===== src/rtl/fetch_pkg.sv =====
// Shared types and constants for the mini-rv instruction fetch path.
package fetch_pkg;

  typedef enum logic [1:0] {
    REQ  = 2'd0,
    WAIT = 2'd1,
    OUT  = 2'd2
  } fetch_state_t;

  localparam int          INSTR_BYTES = 4;
  localparam logic [31:0] NOP_INSTR   = 32'h0000_0013;

endpackage


===== src/rtl/fetch_controller.sv =====
// Fetch sequencer: one outstanding imem request, a one-entry decode buffer,
// and squashing of in-flight fetches when execute redirects the PC.
module fetch_controller
  import fetch_pkg::*;
#(
  parameter int ADDR_W = 32,
  parameter int DATA_W = 32
) (
  input  logic              clk,
  input  logic              reset,
  input  logic [ADDR_W-1:0] pc,
  output logic              pc_stall,
  output logic              pc_branch_taken,
  output logic [ADDR_W-1:0] pc_branch_target,
  input  logic              redirect_valid,
  input  logic [ADDR_W-1:0] redirect_target,
  output logic              misaligned_err,
  output logic              imem_req_valid,
  input  logic              imem_req_ready,
  output logic [ADDR_W-1:0] imem_addr,
  input  logic              imem_resp_valid,
  input  logic [DATA_W-1:0] imem_resp_data,
  output logic              instr_valid,
  input  logic              instr_ready,
  output logic [DATA_W-1:0] instr,
  output logic [ADDR_W-1:0] instr_pc
);

  fetch_state_t      state;
  logic              kill;
  logic [ADDR_W-1:0] req_pc;

  // Valids gate on redirect only, so no ready-to-valid combinational loop forms.
  assign imem_req_valid   = (state == REQ) && !redirect_valid;
  assign imem_addr        = pc;
  assign instr_valid      = (state == OUT) && !redirect_valid;
  assign pc_branch_taken  = redirect_valid;
  assign pc_branch_target = {redirect_target[ADDR_W-1:2], 2'b00};
  assign pc_stall         = !(redirect_valid || (imem_req_valid && imem_req_ready));

  // Fetch FSM, kill flag, decode buffer and misalignment pulse.
  always_ff @(posedge clk) begin
    if (reset) begin
      state          <= REQ;
      kill           <= 1'b0;
      req_pc         <= '0;
      instr          <= '0;
      instr_pc       <= '0;
      misaligned_err <= 1'b0;
    end else begin
      misaligned_err <= redirect_valid && (redirect_target[1:0] != 2'b00);
      case (state)
        REQ: begin
          if (imem_req_valid && imem_req_ready) begin
            req_pc <= pc;
            state  <= WAIT;
          end
        end
        WAIT: begin
          if (imem_resp_valid) begin
            // A redirect coinciding with the response squashes it just like a stale kill.
            kill <= 1'b0;
            if (kill || redirect_valid) begin
              state <= REQ;
            end else begin
              instr    <= imem_resp_data;
              instr_pc <= req_pc;
              state    <= OUT;
            end
          end else if (redirect_valid) begin
            kill <= 1'b1;
          end
        end
        OUT: begin
          if (redirect_valid) begin
            state <= REQ;
          end else if (instr_valid && instr_ready) begin
            state <= REQ;
          end
        end
        default: begin
          state <= REQ;
        end
      endcase
    end
  end

endmodule


===== config.mk =====
export PLATFORM = sky130hd
export DESIGN_NAME = fetch_controller
export DESIGN_NICKNAME = d
export VERILOG_FILES = /design/src/rtl/fetch_pkg.sv /design/src/rtl/fetch_controller.sv
export SDC_FILE = /design/constraint.sdc
export NUM_CORES = 1
export LEC_CHECK = 0
export CORE_MARGIN = 3
export CORE_UTILIZATION = 30
export CTS_CLUSTER_DIAMETER = 60
export DETAILED_ROUTE_END_ITERATION = 12
export GPL_TIMING_DRIVEN = 0
export PLACE_DENSITY = 0.64
export SYNTH_ARGS = -nofsm -noshare
export SYNTH_HDL_FRONTEND = slang
export SYNTH_SLANG_ARGS = --single-unit

===== constraint.sdc =====
create_clock -name clk -period 1.9 [get_ports clk]
set_input_delay 0.57 -clock clk [delete_from_list [all_inputs] [get_ports clk]]
set_output_delay 0.57 -clock clk [all_outputs]
set_load 0.01 [all_outputs]

==> results of run 1 <==
## per-stage QoR
stage	std cells	setup TNS (ns)
after floorplan	509	0
after global placement	920	-22.76
after detailed placement	920	-23.67
after CTS	937	-0.151
after global routing	941	-0.108
final	941	-0.0715
## final cells by class
type | count | share of cell area, %
clock inverters | 1 | 0.410
flip-flops and latches | 100 | 27.4
plain buffers | 98 | 10.5
inverters | 2 | 0.102
clock buffers | 14 | 3.74
multi-input cells | 309 | 27.3
repair buffers | 206 | 27.0
well taps | 211 | 3.60
## kinds of logic (layout without fill, tap and decap cells)
family / Yosys count / after routing / share of synthesized area [%]
multiplexers: 64 / 64 / 13.5
buffers and inverters: 100 / 321 / 16.2
AND/OR/NAND/NOR: 207 / 207 / 24.3
AO/OA/AOI/OAI: 36 / 36 / 3.87
other: 1 / 2 / 0.0788
flip-flops: 100 / 100 / 42.1
## registers in the layout (all words and copies together) (netlist names)
signal	cells
instr_pc	32
kill	1
instr	32
state	2
misaligned_err	1
req_pc	32
## per-layer routing
metal	wire (um)	vias up	share of wire (%)
met3	996	10	7.6
met4	157	0	1.2
met5	0	-	0
met2	6110	163	47
met1	5750	1831	44
li1	-	1994	-
## placed cells by master (no fill, tap or decap), types with 2 or more instances in the layout
| cell | Yosys | layout |
|---|---|---|
| clkbuf_16 | 0 | 9 |
| buf_2 | 5 | 15 |
| nand2_1 | 64 | 64 |
| nor3_1 | 3 | 3 |
| nand2b_1 | 128 | 128 |
| clkbuf_8 | 0 | 3 |
| clkdlybuf4s50_1 | 0 | 144 |
| nor3b_1 | 3 | 3 |
| nor2_1 | 3 | 2 |
| dfxtp_4 | 0 | 2 |
| inv_1 | 2 | 2 |
| dfxtp_1 | 100 | 98 |
| buf_6 | 3 | 5 |
| buf_12 | 7 | 7 |
| mux2i_1 | 64 | 64 |
| buf_4 | 67 | 74 |
| clkdlybuf4s15_2 | 0 | 18 |
| conb_1 | 1 | 2 |
| a21oi_1 | 34 | 34 |
| dlygate4sd2_1 | 0 | 23 |
| clkbuf_1 | 16 | 18 |
## power breakdown
group	leakage [uW]	switching [uW]	total [uW]	internal, uW
logic	0.00177	286	736	450
clock network	0.000149	775	1900	1120
registers	0.000811	25.6	2170	2140
## repair_timing
action                                  in CTS  in global routing
endpoints found under the setup margin      35                  2
hold endpoints to repair                     0                  0
gates resized for setup                    133                 12
setup buffers                                2                  4
pin swaps                                    0                  1
## critical path, cell delays in order
cell and delay, ns:
buf_4 0.17, nor4b_4 0.33, buf_6 0.17, nor2_4 0.03, buf_6 0.12
## how the worst max path moves through the flow
stage,startpoint,to
after global placement,imem_req_ready,pc_stall
after CTS,state[0],pc_stall
after global routing,state[0],pc_stall
after detailed placement,imem_req_ready,pc_stall
after floorplan,redirect_valid,pc_stall
final,redirect_valid,pc_stall
==> results.py, run 1 <==
metrics = {
    "worst_hold_path": {
        "hold_end": "req_pc[12]",
        "worstHoldStart": "req_pc[12]",
        "worstHoldPathCells": 2,
        "min_path_type": "reg2reg",
    },
    "pwr": {
        "total_power_uw": 4800,
        "ir_drop_mv": 0.393,
        "powerDensity_mw_per_mm2": 655,
        "power.leakage_uw": 0.00273,
    },
    "clock_tree": {
        "clock-root-buffer": "clkbuf_16",
        "cts_tree": "yes",
        "clock-sinks": 100,
        "cts_buffers": 9,
        "ctsHoldBuffers": 0,
        "clkTransAtPathRegs_ns": 0.07,
        "clk_latency_ns": 0.35,
        "clk_path_buf_depth": 2,
        "cts_htree_levels": 3,
    },
    "drt": {
        "avgRoutedWirePerCell_um": 13.8,
        "drtIter0Drc": 142,
        "routed_wirelength_um": 13000,
        "via_per_inst": 4.25,
        "first_pass_iters": 4,
        "routed-via-count": 3998,
        "antenna_left": 0,
        "route.detailed.drc": 0,
    },
    "critical_path": {
        "ff2ff_setup_slack_ns": 0.29,
        "cp-end-kind": "output port",
        "start_kind": "input port",
        "worstPathMaxFanout": 10,
        "path_class": "in2out",
        "worstPathArrival_ns": 1.40,
        "r2r-start": "state[0]",
        "critPathRequiredTime_ns": 1.33,
        "reg2reg_to": "req_pc[24]",
        "rr_worst_depth": 6,
    },
    "sta": {
        "finalWorstSetupSlack_ns": -0.0715,
        "slew_headroom_pct": 62.9,
        "setup_violations": 1,
        "clock_skew_ns": 0.00852,
        "finalMaxSlewViolations": 0,
        "holdWs_ns": 0.455,
        "tightest_slew_ns": 0.556,
        "hold_violations": 0,
        "rsz0062_at_grt": "yes",
        "timing.fmax_ghz": 0.507,
        "finalCriticalPeriod_ns": 1.97,
        "fin_crit_sh_pct": 104,
    },
    "grt": {
        "top_usage_layer": "met2",
        "grtUsageMet1_pct": 17.9,
        "met3_usage_pct": 5.15,
        "globalRouteMet2Util_pct": 24.3,
        "first_global_vias": 4050,
        "grt_max_degree": 15,
        "antenna_found_initial": 0,
        "grt_pass1_wl_um": 20700,
        "grt_overflow": 0,
        "grtUsageTotal_pct": 14.7,
    },
    "cells_and_area": {
        "synthToLayoutAreaGrowth_pct": 54.1,
        "diodes": 0,
        "fillers": 1476,
        "multi_input_area_mm2": 0.00200,
        "postLayoutCellArea_mm2": 0.00733,
        "drive_gt1_share_pct": 19.0,
        "layout.core_utilization_pct": 47.7,
        "nNetsFinal": 828,
        "regArea_mm2": 0.00201,
    },
    "flow_run": {
        "drv_cap": 0,
    },
    "placement": {
        "pre_cts_ws_ns": -1.12,
        "io_buffers": 200,
        "post_dp_cell_area_mm2": 0.00703,
        "dp_hpwl_um": 9810,
        "gp_congestion": 0.743,
    },
    "logic_synthesis": {
        "synth_most_common_cell": "nand2b_1",
        "synth_edf_count": 0,
        "ys_seq_area_share_pct": 42.1,
        "synthArstFlopShare_pct": 0,
        "synth.area.top_cells": "dfxtp_1, nand2b_1, mux2i_1",
        "ys.flop_type": "dfxtp_1",
        "ys_warn_count": 0,
        "synthDistinctLibCells": 23,
        "synth_top_cell_area_share_pct": 42.1,
        "synth_seq_cells": 100,
        "yosysTopAreaCell": "dfxtp_1",
        "avgSynthCellArea_um2": 9.37,
        "synth_area_mm2": 0.00476,
        "yosys-top-cells-count": "nand2b_1, dfxtp_1, buf_4",
        "syn_inst": 508,
    },
    "floorplanning": {
        "row_count": 45,
        "start_util_pct": 31.0,
        "die_w_um": 132,
        "die_area_mm2": 0.0174,
        "pin_count": 235,
        "die_h_um": 132,
        "core_area_mm2": 0.0154,
    },
    "outcome": {
        "status": "complete, but fails checks",
        "violations": "negative setup slack",
    },
}
Power figures use the tool's default switching activity.
==> run 2: changes to the inputs <==
--- a/config.mk
+++ b/config.mk
@@ -10,7 +10,7 @@
 export CTS_CLUSTER_DIAMETER = 60
 export DETAILED_ROUTE_END_ITERATION = 12
 export GPL_TIMING_DRIVEN = 0
-export PLACE_DENSITY = 0.64
+export PLACE_DENSITY = 0.62
 export SYNTH_ARGS = -nofsm -noshare
 export SYNTH_HDL_FRONTEND = slang
 export SYNTH_SLANG_ARGS = --single-unit
==> constraint.sdc (replaced) <==
create_clock -name clk -period 2.4 [get_ports clk]
set_input_delay 0.72 -clock clk [delete_from_list [all_inputs] [get_ports clk]]
set_output_delay 0.72 -clock clk [all_outputs]
set_load 0.01 [all_outputs]
==> run 2 against run 1 <==
Wire length fell by 2.6%. Critical path depth fell by 2. The run now ends clean. Via count fell by 0.90%. Critical path type unchanged. Worst hold slack improved by 0.0014 ns.
==> results.py, run 2 (synthesized netlist as in run 1, its figures left out) <==
metrics = {
    "outcome": {
        "status": "finished clean",
    },
    "sta": {
        "finalMaxSlewViolations": 0,
        "hold_violations": 0,
        "setup_violations": 0,
        "finalCriticalPeriod_ns": 2.33,
        "fin_crit_sh_pct": 97.1,
        "tightest_slew_ns": 0.581,
        "clock_skew_ns": 0.00486,
        "rsz0062_at_grt": "no",
        "timing.fmax_ghz": 0.429,
        "slew_headroom_pct": 61.3,
    },
    "floorplanning": {
        "pin_count": 235,
        "core_area_mm2": 0.0154,
        "die_h_um": 132,
        "start_util_pct": 31.0,
        "die_area_mm2": 0.0174,
        "row_count": 45,
        "die_w_um": 132,
    },
    "clock_tree": {
        "cts_htree_levels": 3,
        "clock-sinks": 100,
        "cts_tree": "yes",
        "clk_path_buf_depth": 2,
        "cts_buffers": 9,
        "clock-root-buffer": "clkbuf_16",
        "clkTransAtPathRegs_ns": 0.07,
        "clk_latency_ns": 0.34,
    },
    "critical_path": {
        "path_class": "in2out",
        "start_kind": "input port",
        "crit_end": "imem_addr[6]",
        "critPathRequiredTime_ns": 1.68,
        "rr_worst_depth": 5,
        "worstPathArrival_ns": 1.61,
        "cp-startpoint": "pc[6]",
        "r2r-start": "state[1]",
        "worstPathMaxFanout": 2,
        "ff2ff_setup_slack_ns": 0.85,
        "reg2reg_to": "req_pc[21]",
        "cp-end-kind": "output port",
    },
    "drt": {
        "first_pass_iters": 4,
        "via_per_inst": 4.22,
        "avgRoutedWirePerCell_um": 13.5,
        "drtIter0Drc": 94,
        "antenna_left": 0,
        "route.detailed.drc": 0,
        "routed_wirelength_um": 12700,
        "routed-via-count": 3962,
    },
    "grt": {
        "grt_max_degree": 16,
        "antenna_found_initial": 0,
        "grtUsageTotal_pct": 14.0,
        "grt_overflow": 0,
        "grt_pass1_wl_um": 20200,
        "first_global_vias": 4080,
    },
    "cells_and_area": {
        "fin_cells": 938,
        "layout.core_utilization_pct": 47.8,
        "diodes": 0,
        "synthToLayoutAreaGrowth_pct": 54.5,
        "final_cell_mix": "clkdlybuf4s50_1, nand2b_1, dfxtp_1",
        "nNetsFinal": 824,
        "layout_commonest_cell": "clkdlybuf4s50_1",
        "reg.largest.list": "instr x32, instr_pc x32, req_pc x32",
        "drive_gt1_share_pct": 14.2,
    },
    "placement": {
        "dp_hpwl_um": 9680,
        "gp_congestion": 0.741,
        "place_inst": 920,
        "io_buffers": 200,
    },
    "pwr": {
        "power.leakage_uw": 0.00273,
        "powerDensity_mw_per_mm2": 544,
        "ir_drop_mv": 0.315,
        "total_power_uw": 4000,
    },
    "flow_run": {
        "drv_cap": 0,
    },
    "worst_hold_path": {
        "worstHoldStart": "req_pc[31]",
        "min_path_type": "reg2reg",
    },
}
-- run 2: metal layers --
| metal | wire (um) | GRT usage (%) | share of wire (%) |
|---|---|---|---|
| met2 | 5850 | 23.4 | 46 |
| met1 | 5770 | 17.4 | 45 |
| met4 | 164 | 4.55 | 1.3 |
| met3 | 904 | 4.27 | 7.1 |
| met5 | 0 | 0 | 0 |
-- run 2: worst min path at each step --
| stage | endpoint | cells after the start |
|---|---|---|
| 2_1_floorplan | req_pc[0] | 2 |
| 4_1_cts | req_pc[19] | 2 |
| 6_report | req_pc[31] | 2 |
| 3_3_place_gp | req_pc[21] | 2 |
| 3_5_place_dp | req_pc[19] | 2 |
| 5_1_grt | req_pc[28] | 2 |
-- run 2: what timing repair did --
action,CTS,global route
resized for setup,41,0
hold buffers,0,0
setup buffers,2,0
setup endpoints to repair,35,0
-- run 2: cell type report --
class | instances | area [um2]
plain buffers | 98 | 768
clock buffers | 12 | 256
clock inverters | 4 | 95.1
fillers | 1469 | 8020
inverters | 2 | 7.51
multi-input cells | 309 | 1990
flip-flops and latches | 100 | 2000
well taps | 211 | 264
repair buffers | 202 | 1970
-- run 2: critical path, cell delays in order --
cell	delay (ns)
clkdlybuf4s50_1	0.51
buf_4	0.12
dlygate4sd2_1	0.26
-- run 2: metrics by stage --
stage / hold slack [ns] / cell area, um2 / setup slack, ns / TNS, ns
6_report: 0.456 / 7350 / 0.0704 / 0
5_1_grt: 0.472 / 7350 / 0.0219 / 0
4_1_cts: 0.458 / 7350 / 0.0605 / 0
3_5_place_dp: 0.448 / 7030 / -0.973 / -6.23
3_3_place_gp: 0.444 / 7030 / -0.989 / -6.29
2_1_floorplan: 0.436 / 4760 / 0.170 / 0
-- run 2: power breakdown --
group,leakage (uW),internal (uW),switching [uW]
Clock,0.000173,1080,624
Combinational,0.00175,359,221
Sequential,0.000810,1700,21.6
